$ cat src/rtl/cb_register_file.sv
// Bank of DEPTH registers with one write port, two bypassed combinational read
// ports, and a flush sequencer that zeroes one entry per cycle while busy.
module cb_register_file #(
    parameter  int WIDTH = 8,
    parameter  int DEPTH = 4,
    localparam int AW    = $clog2(DEPTH)
) (
    input  logic             clk,
    input  logic             clear_n,
    input  logic             flush,
    input  logic             we,
    input  logic [AW-1:0]    waddr,
    input  logic [WIDTH-1:0] wdata,
    input  logic [AW-1:0]    raddr_a,
    output logic [WIDTH-1:0] rdata_a,
    input  logic [AW-1:0]    raddr_b,
    output logic [WIDTH-1:0] rdata_b,
    output logic             busy,
    output logic             wr_drop
);

    localparam logic [AW-1:0] LAST_IDX = AW'(DEPTH - 1);

    typedef enum logic {
        IDLE  = 1'b0,
        SWEEP = 1'b1
    } state_t;

    state_t           state_q, state_d;
    logic [AW-1:0]    idx_q, idx_d;
    logic             wr_drop_q, wr_drop_d;
    logic [WIDTH-1:0] regs_q [DEPTH];
    logic [WIDTH-1:0] regs_d [DEPTH];
    logic             wr_ok;

    // A write lands only when the sequencer is idle and not about to start.
    assign wr_ok = we && (state_q == IDLE) && !flush;

    always_comb begin
        state_d   = state_q;
        idx_d     = idx_q;
        regs_d    = regs_q;
        wr_drop_d = we && !wr_ok;

        case (state_q)
            IDLE: begin
                if (flush) begin
                    state_d = SWEEP;
                    idx_d   = '0;
                end
            end
            SWEEP: begin
                regs_d[idx_q] = '0;
                if (idx_q == LAST_IDX) begin
                    state_d = IDLE;
                    idx_d   = '0;
                end else begin
                    idx_d = idx_q + 1'b1;
                end
            end
            default: begin
                state_d = IDLE;
                idx_d   = '0;
            end
        endcase

        if (wr_ok) begin
            regs_d[waddr] = wdata;
        end
    end

    always_ff @(posedge clk or negedge clear_n) begin
        if (!clear_n) begin
            state_q   <= IDLE;
            idx_q     <= '0;
            wr_drop_q <= 1'b0;
            for (int i = 0; i < DEPTH; i++) begin
                regs_q[i] <= '0;
            end
        end else begin
            state_q   <= state_d;
            idx_q     <= idx_d;
            wr_drop_q <= wr_drop_d;
            regs_q    <= regs_d;
        end
    end

    // Bypass only forwards writes that will actually commit at this edge.
    assign rdata_a = (wr_ok && (waddr == raddr_a)) ? wdata : regs_q[raddr_a];
    assign rdata_b = (wr_ok && (waddr == raddr_b)) ? wdata : regs_q[raddr_b];

    assign busy    = (state_q == SWEEP);
    assign wr_drop = wr_drop_q;

endmodule

$ cat config.mk
export PLATFORM = sky130hd
export DESIGN_NAME = cb_register_file
export DESIGN_NICKNAME = d
export VERILOG_FILES = /design/src/rtl/cb_register_file.sv
export SDC_FILE = /design/constraint.sdc
export NUM_CORES = 1
export LEC_CHECK = 0
export ABC_AREA = 1
export BUFFER_PORTS_ARGS = -buffer_cell sky130_fd_sc_hd__buf_2
export CORE_MARGIN = 2
export CORE_UTILIZATION = 35
export DETAILED_ROUTE_END_ITERATION = 10
export GPL_ROUTABILITY_DRIVEN = 1
export MAX_ROUTING_LAYER = met4
export PLACE_DENSITY = 0.51
export SKIP_CTS_REPAIR_TIMING = 1
export SYNTH_ARGS = -nofsm -noshare
export SYNTH_HDL_FRONTEND = slang
export SYNTH_SLANG_ARGS = --single-unit
$ cat constraint.sdc
create_clock -name clk -period 2.7 [get_ports clk]
set_input_delay 0.27 -clock clk [delete_from_list [all_inputs] [get_ports clk]]
set_output_delay 0.27 -clock clk [all_outputs]
set_load 0.1 [all_outputs]
==> summary.txt, run 1 <==
Outcome
  – Result of the run: completed

Synth
  – Syn Std Cell Area: 0.00257 mm2
  – Part of the Yosys area used for sequential elements: 35.1%
  – Yosys warning count: 0
  – Net Count, Synth: 425
  – Post-synthesis cell count: 403
  – Synth Area per Inst: 6.37 um2
  – FF+latch count, synth: 36
  – Number of distinct standard cells referenced by the synthesized netlist: 18

Setup path
  – R2R Path Start: idx_q[0]
  – Critical R2R Capture: regs_q[4]
  – Critical Setup Path Class: flip-flop to output pin
  – Endpoint type of the worst setup path: output pin
  – R2R setup slack: 1.26 ns
  – Number of cell instances on the worst register-to-register path: 6
  – Crit-path max FO: 9
  – Data required time of the critical path: 2.43 ns
  – Setup crit start kind: flip-flop
  – Critical Path AT: 1.92 ns

Detailed routing
  – Vias: 2,621
  – Number of iterations in the first detailed-routing pass: 4
  – Average via count per standard cell: 4.89
  – Drt wl/cell: 15.2 um
  – Number of antenna-violating nets in the routed design: 0
  – 1st-iter DRT viols: 170
  – DRC errors left: 0
  – Total wirelength of the detailed-routed design: 8170 um

Clock tree
  – Maximum level of the CTS H-tree: 2
  – Clock Pin Slew Worst Setup and Hold Paths: 0.08 ns
  – Maximum clock insertion buffer count: 2
  – TritonCTS clock tree: yes
  – Skew-Pair Late Insertion Delay: 0.30 ns
  – TritonCTS buffer count: 5
  – # clock sinks: 36
  – Library cell used as clock root buffer: sky130_fd_sc_hd__clkbuf_8

Cells and area
  – P&R area growth vs syn: 23.8%
  – Number of fill cells in the layout: 763
  – Commonest non-fill, non-tap cell in the layout: sky130_fd_sc_hd__nand2_1
  – Top library cells by usage in the layout, fill and taps aside: 170 x sky130_fd_sc_hd__nand2_1, 48 x sky130_fd_sc_hd__nand3_1, 47 x sky130_fd_sc_hd__inv_1, 36 x sky130_fd_sc_hd__dfrtp_1, 34 x sky130_fd_sc_hd__nor2_1
  – Final net count: 458
  – Non-Filler Instances: 536
  – Layout cell share with drive strength beyond 1: 13.7%
  – Antenna diodes: 0

Global routing
  – Aggregate global routing overflow: 0
  – Via count of the first global-routing pass: 2,547
  – Pin count of the biggest net entering global routing: 37
  – First-pass GRT wire length: 13,100 um
  – GRT Overall Usage: 22.6%
  – Initial antenna violation count: 0

Worst hold path
  – Worst min path class: primary input to async pin

STA
  – Count of endpoints failing hold in the final timing report: 0
  – Worst-Margin Slew: 0.856 ns
  – Final setup violation count: 0
  – Clock period minus worst slack: 2.19 ns
  – Share of the cycle needed by the critical path after routing: 81.2%
  – Slew Viols, Final: 0
  – Remaining max-slew budget at the tightest pin: 43.0%
  – Crit path setup slack, layout: 0.507 ns
  – Setup repair after global routing missed its margin: false
  – Setup skew after layout: 0.00678 ns
  – Total Neg Setup Slack: 0 ns
  – Highest clock frequency the design can meet: 0.456 GHz

Floorplanning
  – Die outline width: 89.7 um
  – Starting utilization of the core area: 35.8%
  – Floorplan Core Area: 0.00718 mm2
  – Die height: 89.7 um
  – Number of core rows: 31
  – Top Ports: 36
  – Total die area: 0.00804 mm2

Placement
  – Minimum setup slack after placement: 0.714 ns
  – Port buffer count: 35
  – Placer Congestion: 0.860
  – HPWL after DPL: 5770 um
  – Cell count after placement: 528

Pwr
  – Peak supply drop: 0.000230 V
  – Total power divided by cell area: 740 mW/mm2
  – Static Leakage: 1.72 nW

Job
  – Number of max-capacitance violations reported: 0
-- logic make-up (layout without fill, tap and decap cells) --
logic type      count (synthesis)  after routing  synth area share (%)
compound gates                 33             33                  6.43
fa+ha+maj                       4              4                  1.95
buf+inv                        68            102                  10.8
flops                          36             36                  35.1
simple gates                  262            262                  45.8
-- stage by stage --
stage                     power, W  cell area [um2]  utilization [%]  hold WS (ns)
after global routing       0.00249             3180             44.3         0.147
after floorplan            0.00148             2570                -       -0.0256
final                      0.00235             3180             44.3        0.0744
after CTS                  0.00236             3180             44.3         0.115
after detailed placement   0.00186             3070             42.7         0.441
after global placement     0.00185             3070             42.7         0.439
-- report_power, final --
group	switching [W]	internal [W]	leakage, nW
Clock	0.000228	0.000274	0.0541
Sequential	0.0000547	0.000638	0.489
Combinational	0.000825	0.000333	1.17
-- layout make-up --
class	instances	area (um2)	share of cell area (%)
Multi-Input combinational cell	299	1390	43.7
Sequential cell	36	901	28.3
Timing Repair Buffer	39	445	14.0
Inverter	55	206	6.50
Tap cell	99	124	3.90
Clock buffer	5	68.8	2.17
Clock inverter	3	42.5	1.34
-- layer usage --
metal  global-route usage [%]  vias up  share of wire (%)
li1                         -     1310                  -
met5                        -        -                  0
met3                     4.02       17                5.8
met1                     27.3     1202                 43
met2                     36.7       92                 47
met4                     10.4        0                3.4
-- critical path, stage by stage, from the launching register on --
cell                      delay (ns)
sky130_fd_sc_hd__dfrtp_1        0.51
sky130_fd_sc_hd__nor2_8         0.28
sky130_fd_sc_hd__nand2_2        0.15
sky130_fd_sc_hd__nor2_4         0.25
sky130_fd_sc_hd__nand3_1        0.10
sky130_fd_sc_hd__nand2_1        0.14
sky130_fd_sc_hd__buf_12         0.19
-- synth_stat cells (all sizes together) --
master | instances | area (um2)
nor2 | 37 | 170
dfrtp | 36 | 901
clkinv | 5 | 18.8
nand3 | 50 | 275
o21ai | 33 | 165
buf | 9 | 55.1
clkbuf | 4 | 15.0
nand2 | 171 | 644
ha | 4 | 50.1
inv | 50 | 188
nand4 | 4 | 85.1
-- worst max path at each step --
stage | from | endpoint | slack (ns)
CTS | busy | rdata_a[7] | 0.49
detailed placement | raddr_a[0] | rdata_a[0] | 0.71
finish | busy | rdata_b[4] | 0.51
global placement | raddr_a[0] | rdata_a[0] | 0.69
global route | busy | rdata_b[5] | 0.39
floorplan | busy | rdata_a[0] | 0.10
-- registers in the layout, indices dropped and copies added, names as in the netlist --
signal and count:
busy 1, idx_q 2, regs_q 32, wr_drop 1
(Power assumes the default switching activity.)
==> inputs of run 2 (changes only) <==
PLACE_DENSITY = 0.53   (was 0.51)
clock period = 1.8 ns   (was 2.7 ns; I/O delays follow)
==> run 2 against run 1 <==
Compared with the run above: the flow now finishes with violations (negative setup slack); critical path depth grew 1; setup slack worse by 0.53 ns; cell count increased by 3.0%; largest power group unchanged; highest routed layer unchanged.
==> summary.txt, run 2 (synthesis results as in run 1) <==
Outcome
  – Result of the run: finished with violations
  – Failing checks: negative setup slack

Setup path
  – Slowest stage delay, CP: 0.51 ns
  – Crit-path max FO: 8
  – Sequence of cells on the critical path: nor2_8, nand2_4, nor2_4, buf_12, nand3_4, nand2_4, buf_12
  – R2R Path Start: busy
  – Crit path from: busy
  – Critical Setup Path Class: flip-flop to output pin
  – Number of cell instances on the worst register-to-register path: 6
  – Endpoint type of the worst setup path: output pin
  – Data required time of the critical path: 1.62 ns
  – Worst path bufs/invs: 2
  – R2R setup slack: 0.22 ns
  – Critical Path AT: 1.64 ns
  – Cell family contributing the most delay on the critical path: flip-flops
  – Slowest cell on the critical path: sky130_fd_sc_hd__dfrtp_4
  – Critical R2R Capture: regs_q[7]
  – Setup crit start kind: flip-flop

Cells and area
  – Layout cell share with drive strength beyond 1: 25.6%
  – Final net count: 474
  – Number of fill cells in the layout: 703
  – Register containing the most flip-flops in the final layout: regs_q
  – Largest registers: regs_q: 32 flops, idx_q: 2 flops
  – Max FFs per register: 32
  – Commonest non-fill, non-tap cell in the layout: sky130_fd_sc_hd__nand2_1
  – Antenna diodes: 0
  – Top library cells by usage in the layout, fill and taps aside: 144 x sky130_fd_sc_hd__nand2_1, 47 x sky130_fd_sc_hd__inv_1, 35 x sky130_fd_sc_hd__dfrtp_1, 34 x sky130_fd_sc_hd__nor2_1
  – P&R area growth vs syn: 41.6%
  – Non-Filler Instances: 552
  – Core occupancy in the finished layout: 50.7%

Global routing
  – Pin count of the biggest net entering global routing: 37
  – Initial antenna violation count: 0
  – First-pass GRT wire length: 13,500 um
  – Aggregate global routing overflow: 0
  – Via count of the first global-routing pass: 2,576
  – GRT Overall Usage: 23.6%

Worst hold path
  – Count of cells along the worst hold path: 3
  – End point of the worst hold path: regs_q[4]
  – Worst min path class: primary input to flip-flop
  – Launch instance of the worst min-delay path: wdata[4]

Pwr
  – Peak supply drop: 0.000435 V
  – Total power divided by cell area: 988 mW/mm2
  – Static Leakage: 1.83 nW

Placement
  – HPWL after DPL: 5820 um
  – Port buffer count: 35
  – Cell count after placement: 538
  – Minimum setup slack after placement: 0.212 ns
  – Placer Congestion: 0.879

STA
  – Worst-Margin Slew: 0.489 ns
  – Slew Viols, Final: 0
  – Setup repair after global routing missed its margin: true
  – Remaining max-slew budget at the tightest pin: 67.2%
  – Total Neg Setup Slack: -0.101 ns
  – Share of the cycle needed by the critical path after routing: 101%
  – Highest clock frequency the design can meet: 0.549 GHz
  – Setup skew after layout: 0.00205 ns
  – Count of endpoints failing hold in the final timing report: 0
  – Clock period minus worst slack: 1.82 ns
  – Final setup violation count: 11
  – Crit path setup slack, layout: -0.0205 ns

Detailed routing
  – Average via count per standard cell: 4.94
  – DRC errors left: 0
  – Vias: 2,726
  – 1st-iter DRT viols: 206
  – Number of iterations in the first detailed-routing pass: 5
  – Number of antenna-violating nets in the routed design: 0
  – Total wirelength of the detailed-routed design: 8700 um
  – Drt wl/cell: 15.8 um

Clock tree
  – Maximum clock insertion buffer count: 2
  – # clock sinks: 36
  – Skew-Pair Late Insertion Delay: 0.29 ns
  – Library cell used as clock root buffer: sky130_fd_sc_hd__clkbuf_8
  – TritonCTS clock tree: yes
  – Maximum level of the CTS H-tree: 2
  – Clock Pin Slew Worst Setup and Hold Paths: 0.07 ns
  – TritonCTS buffer count: 5

Floorplanning
  – Floorplan Core Area: 0.00718 mm2
  – Die height: 89.7 um
  – Die outline width: 89.7 um
  – Top Ports: 36
  – Total die area: 0.00804 mm2
  – Number of core rows: 31
  – Starting utilization of the core area: 35.8%

Job
  – Number of max-capacitance violations reported: 0
[run 2: changes by cell type in the layout (fill, tap and decap cells not counted), moves of 5 or more]
cell	before	now
sky130_fd_sc_hd__nand2_1	170	144
sky130_fd_sc_hd__nand3_1	48	32
sky130_fd_sc_hd__nand3_4	2	7
sky130_fd_sc_hd__nand3_2	0	11
sky130_fd_sc_hd__buf_4	4	15
sky130_fd_sc_hd__nand2_4	0	25
[run 2: report_power, final]
group | internal [W] | switching, W | total (W)
logic | 0.000598 | 0.00135 | 0.00195
clock network | 0.000313 | 0.000300 | 0.000613
registers | 0.000963 | 0.0000708 | 0.00103
[run 2: worst max path at each step]
stage,endpoint,slack (ns),cells after the start
final,rdata_a[0],-0.02,7
after global routing,rdata_a[4],-0.07,7
after CTS,rdata_b[4],-0.11,6
after detailed placement,rdata_b[4],0.21,8
after global placement,rdata_b[0],0.23,8
after floorplan,rdata_a[0],-0.007,6
[run 2: tightest hold or removal path: stages]
cell,delay [ns]
sky130_fd_sc_hd__buf_2,0.13
sky130_fd_sc_hd__inv_1,0.12
sky130_fd_sc_hd__o21ai_1,0.08
[run 2: layout make-up]
cell class	count	area [um2]	area share, %
multi-input combinational	299	1700	46.7
sequential	36	905	24.9
timing repair buffer	55	609	16.8
inverter	55	209	5.75
tap	99	124	3.41
clock buffer	8	90.1	2.48
[run 2: per-layer routing]
metal / vias up / GRT usage (%) / wire (um)
met2: 94 / 36.6 / 4160
met4: 0 / 7.60 / 184
met3: 20 / 3.38 / 438
met1: 1271 / 31.8 / 3920
met5: - / - / 0
li1: 1341 / - / -
[run 2: metrics by stage]
stage          cell area, um2  hold slack (ns)  power, W
2_1_floorplan            2700           -0.116   0.00230
3_3_place_gp             3270            0.262   0.00288
3_5_place_dp             3270            0.263   0.00290
4_1_cts                  3360          -0.0507   0.00352
5_1_grt                  3630            0.271   0.00381
6_report                 3630            0.256   0.00359
==> inputs of run 3 (changes only) <==
CORE_UTILIZATION = 45   (was 35)
PLACE_DENSITY = 0.66   (was 0.53)
==> run 3 against run 2 <==
Compared with the run above: the run still ends with negative setup slack left; first-iteration DRC count decreased by 25%; highest routed layer unchanged; cell count is 6.5% lower; worst hold slack lost 0.033 ns; critical path depth fell by 1; clock power grew 17%.
==> summary.txt, run 3 (synthesis results as in run 1) <==
Setup path
  – Data required time of the critical path: 1.62 ns
  – Critical Path AT: 1.68 ns
  – Crit-path max FO: 8
  – Critical Setup Path Class: flip-flop to output pin
  – Endpoint type of the worst setup path: output pin
  – Setup crit start kind: flip-flop

Detailed routing
  – Vias: 2,596
  – 1st-iter DRT viols: 155
  – Number of antenna-violating nets in the routed design: 0
  – Average via count per standard cell: 5.03
  – DRC errors left: 0
  – Drt wl/cell: 14.2 um
  – Total wirelength of the detailed-routed design: 7310 um
  – Number of iterations in the first detailed-routing pass: 5

STA
  – Slew Viols, Final: 0
  – Worst-case hold slack: 0.223 ns
  – Remaining max-slew budget at the tightest pin: 67.5%
  – Setup repair after global routing missed its margin: true
  – Crit path setup slack, layout: -0.0573 ns
  – Highest clock frequency the design can meet: 0.538 GHz
  – Clock period minus worst slack: 1.86 ns
  – Worst-Margin Slew: 0.490 ns
  – Final setup violation count: 15
  – Share of the cycle needed by the critical path after routing: 103%
  – Count of endpoints failing hold in the final timing report: 0
  – Setup skew after layout: 0.00418 ns

Cells and area
  – P&R area growth vs syn: 31.6%
  – Max FFs per register: 32
  – Commonest non-fill, non-tap cell in the layout: sky130_fd_sc_hd__nand2_1
  – Top library cells by usage in the layout, fill and taps aside: 147 x sky130_fd_sc_hd__nand2_1, 47 x sky130_fd_sc_hd__inv_1, 44 x sky130_fd_sc_hd__nand3_1, 35 x sky130_fd_sc_hd__dfrtp_1, 34 x sky130_fd_sc_hd__nor2_1
  – Layout cell share with drive strength beyond 1: 21.2%
  – Antenna diodes: 0
  – Register containing the most flip-flops in the final layout: regs_q
  – Core occupancy in the finished layout: 61.3%
  – Final net count: 465
  – Largest registers: regs_q: 32 flops, idx_q: 2 flops
  – Number of fill cells in the layout: 513

Floorplanning
  – Number of core rows: 27
  – Total die area: 0.00633 mm2
  – Die outline width: 79.5 um
  – Die height: 79.5 um
  – Starting utilization of the core area: 46.6%
  – Top Ports: 36
  – Floorplan Core Area: 0.00551 mm2

Worst hold path
  – Worst min path class: primary input to flip-flop

Job
  – Number of max-capacitance violations reported: 0

Clock tree
  – TritonCTS clock tree: yes
  – Library cell used as clock root buffer: sky130_fd_sc_hd__clkbuf_8
  – Maximum clock insertion buffer count: 2
  – # clock sinks: 36
  – Clock Pin Slew Worst Setup and Hold Paths: 0.08 ns
  – Skew-Pair Late Insertion Delay: 0.29 ns
  – TritonCTS buffer count: 5
  – Maximum level of the CTS H-tree: 2

Placement
  – HPWL after DPL: 5450 um
  – Minimum setup slack after placement: 0.276 ns
  – Port buffer count: 35
  – Placer Congestion: 0.880

Pwr
  – Total power divided by cell area: 1060 mW/mm2
  – Post-layout power: 0.00358 W
  – Static Leakage: 1.77 nW
  – Peak supply drop: 0.000768 V

Global routing
  – Via count of the first global-routing pass: 2,339
  – GRT Overall Usage: 25.2%
  – Pin count of the biggest net entering global routing: 30
  – Initial antenna violation count: 0
  – Aggregate global routing overflow: 0
  – First-pass GRT wire length: 11,900 um

Outcome
  – Result of the run: finished with violations
  – Failing checks: negative setup slack
==> run 3: stage by stage <==
step / area (um2) / TNS, ns / cells
finish: 3380 / -0.371 / 516
global route: 3380 / -1.49 / 516
CTS: 3320 / -0.445 / 514
detailed placement: 3210 / 0 / 506
global placement: 3210 / 0 / 506
floorplan: 2700 / -0.115 / 403
==> run 3: power by group <==
group          switching (W)  total (W)  internal (W)
registers          0.0000788    0.00104      0.000963
clock network       0.000308   0.000718      0.000410
logic                0.00125    0.00182      0.000564
total                0.00164    0.00358       0.00194
==> run 3: area by class of cell <==
class	count	area (um2)	area share, %
sequential	36	905	26.8
tap	72	90.1	2.67
multi-input combinational	299	1550	46.0
clock inverter	3	42.5	1.26
clock buffer	5	68.8	2.04
timing repair buffer	46	513	15.2
inverter	55	206	6.11
==> run 3: path summary, 6_finish.rpt <==
check | start | endpoint | slack (ns) | cells after the start
worst max-delay path | busy | rdata_a[4] | -0.06 | 6
worst min-delay path | we | wr_drop | 0.22 | 3
worst max register to register | busy | regs_q[8] | 0.30 | 5
worst min register to register | idx_q[1] | idx_q[1] | 0.54 | 2
max in group asynchronous | clear_n | busy | 1.07 | 3
min in group asynchronous | clear_n | wr_drop | 0.28 | 2
==> run 3: critical path, stage by stage, from the launching register on <==
cell and delay, ns:
sky130_fd_sc_hd__dfrtp_4 0.53, sky130_fd_sc_hd__nor2_8 0.13, sky130_fd_sc_hd__nand2_4 0.09, sky130_fd_sc_hd__nor2_4 0.21
sky130_fd_sc_hd__nand3_1 0.16, sky130_fd_sc_hd__nand2_4 0.10, sky130_fd_sc_hd__buf_12 0.17
==> run 3: metal layers <==
metal / wire [um] / share of wire, % / GRT usage, % / up-vias
met5: 0 / 0 / - / -
met4: 49 / 0.67 / 5.34 / 0
met3: 501 / 6.9 / 4.41 / 5
met2: 3310 / 45 / 37.4 / 104
met1: 3450 / 47 / 36.2 / 1167
li1: - / - / - / 1320
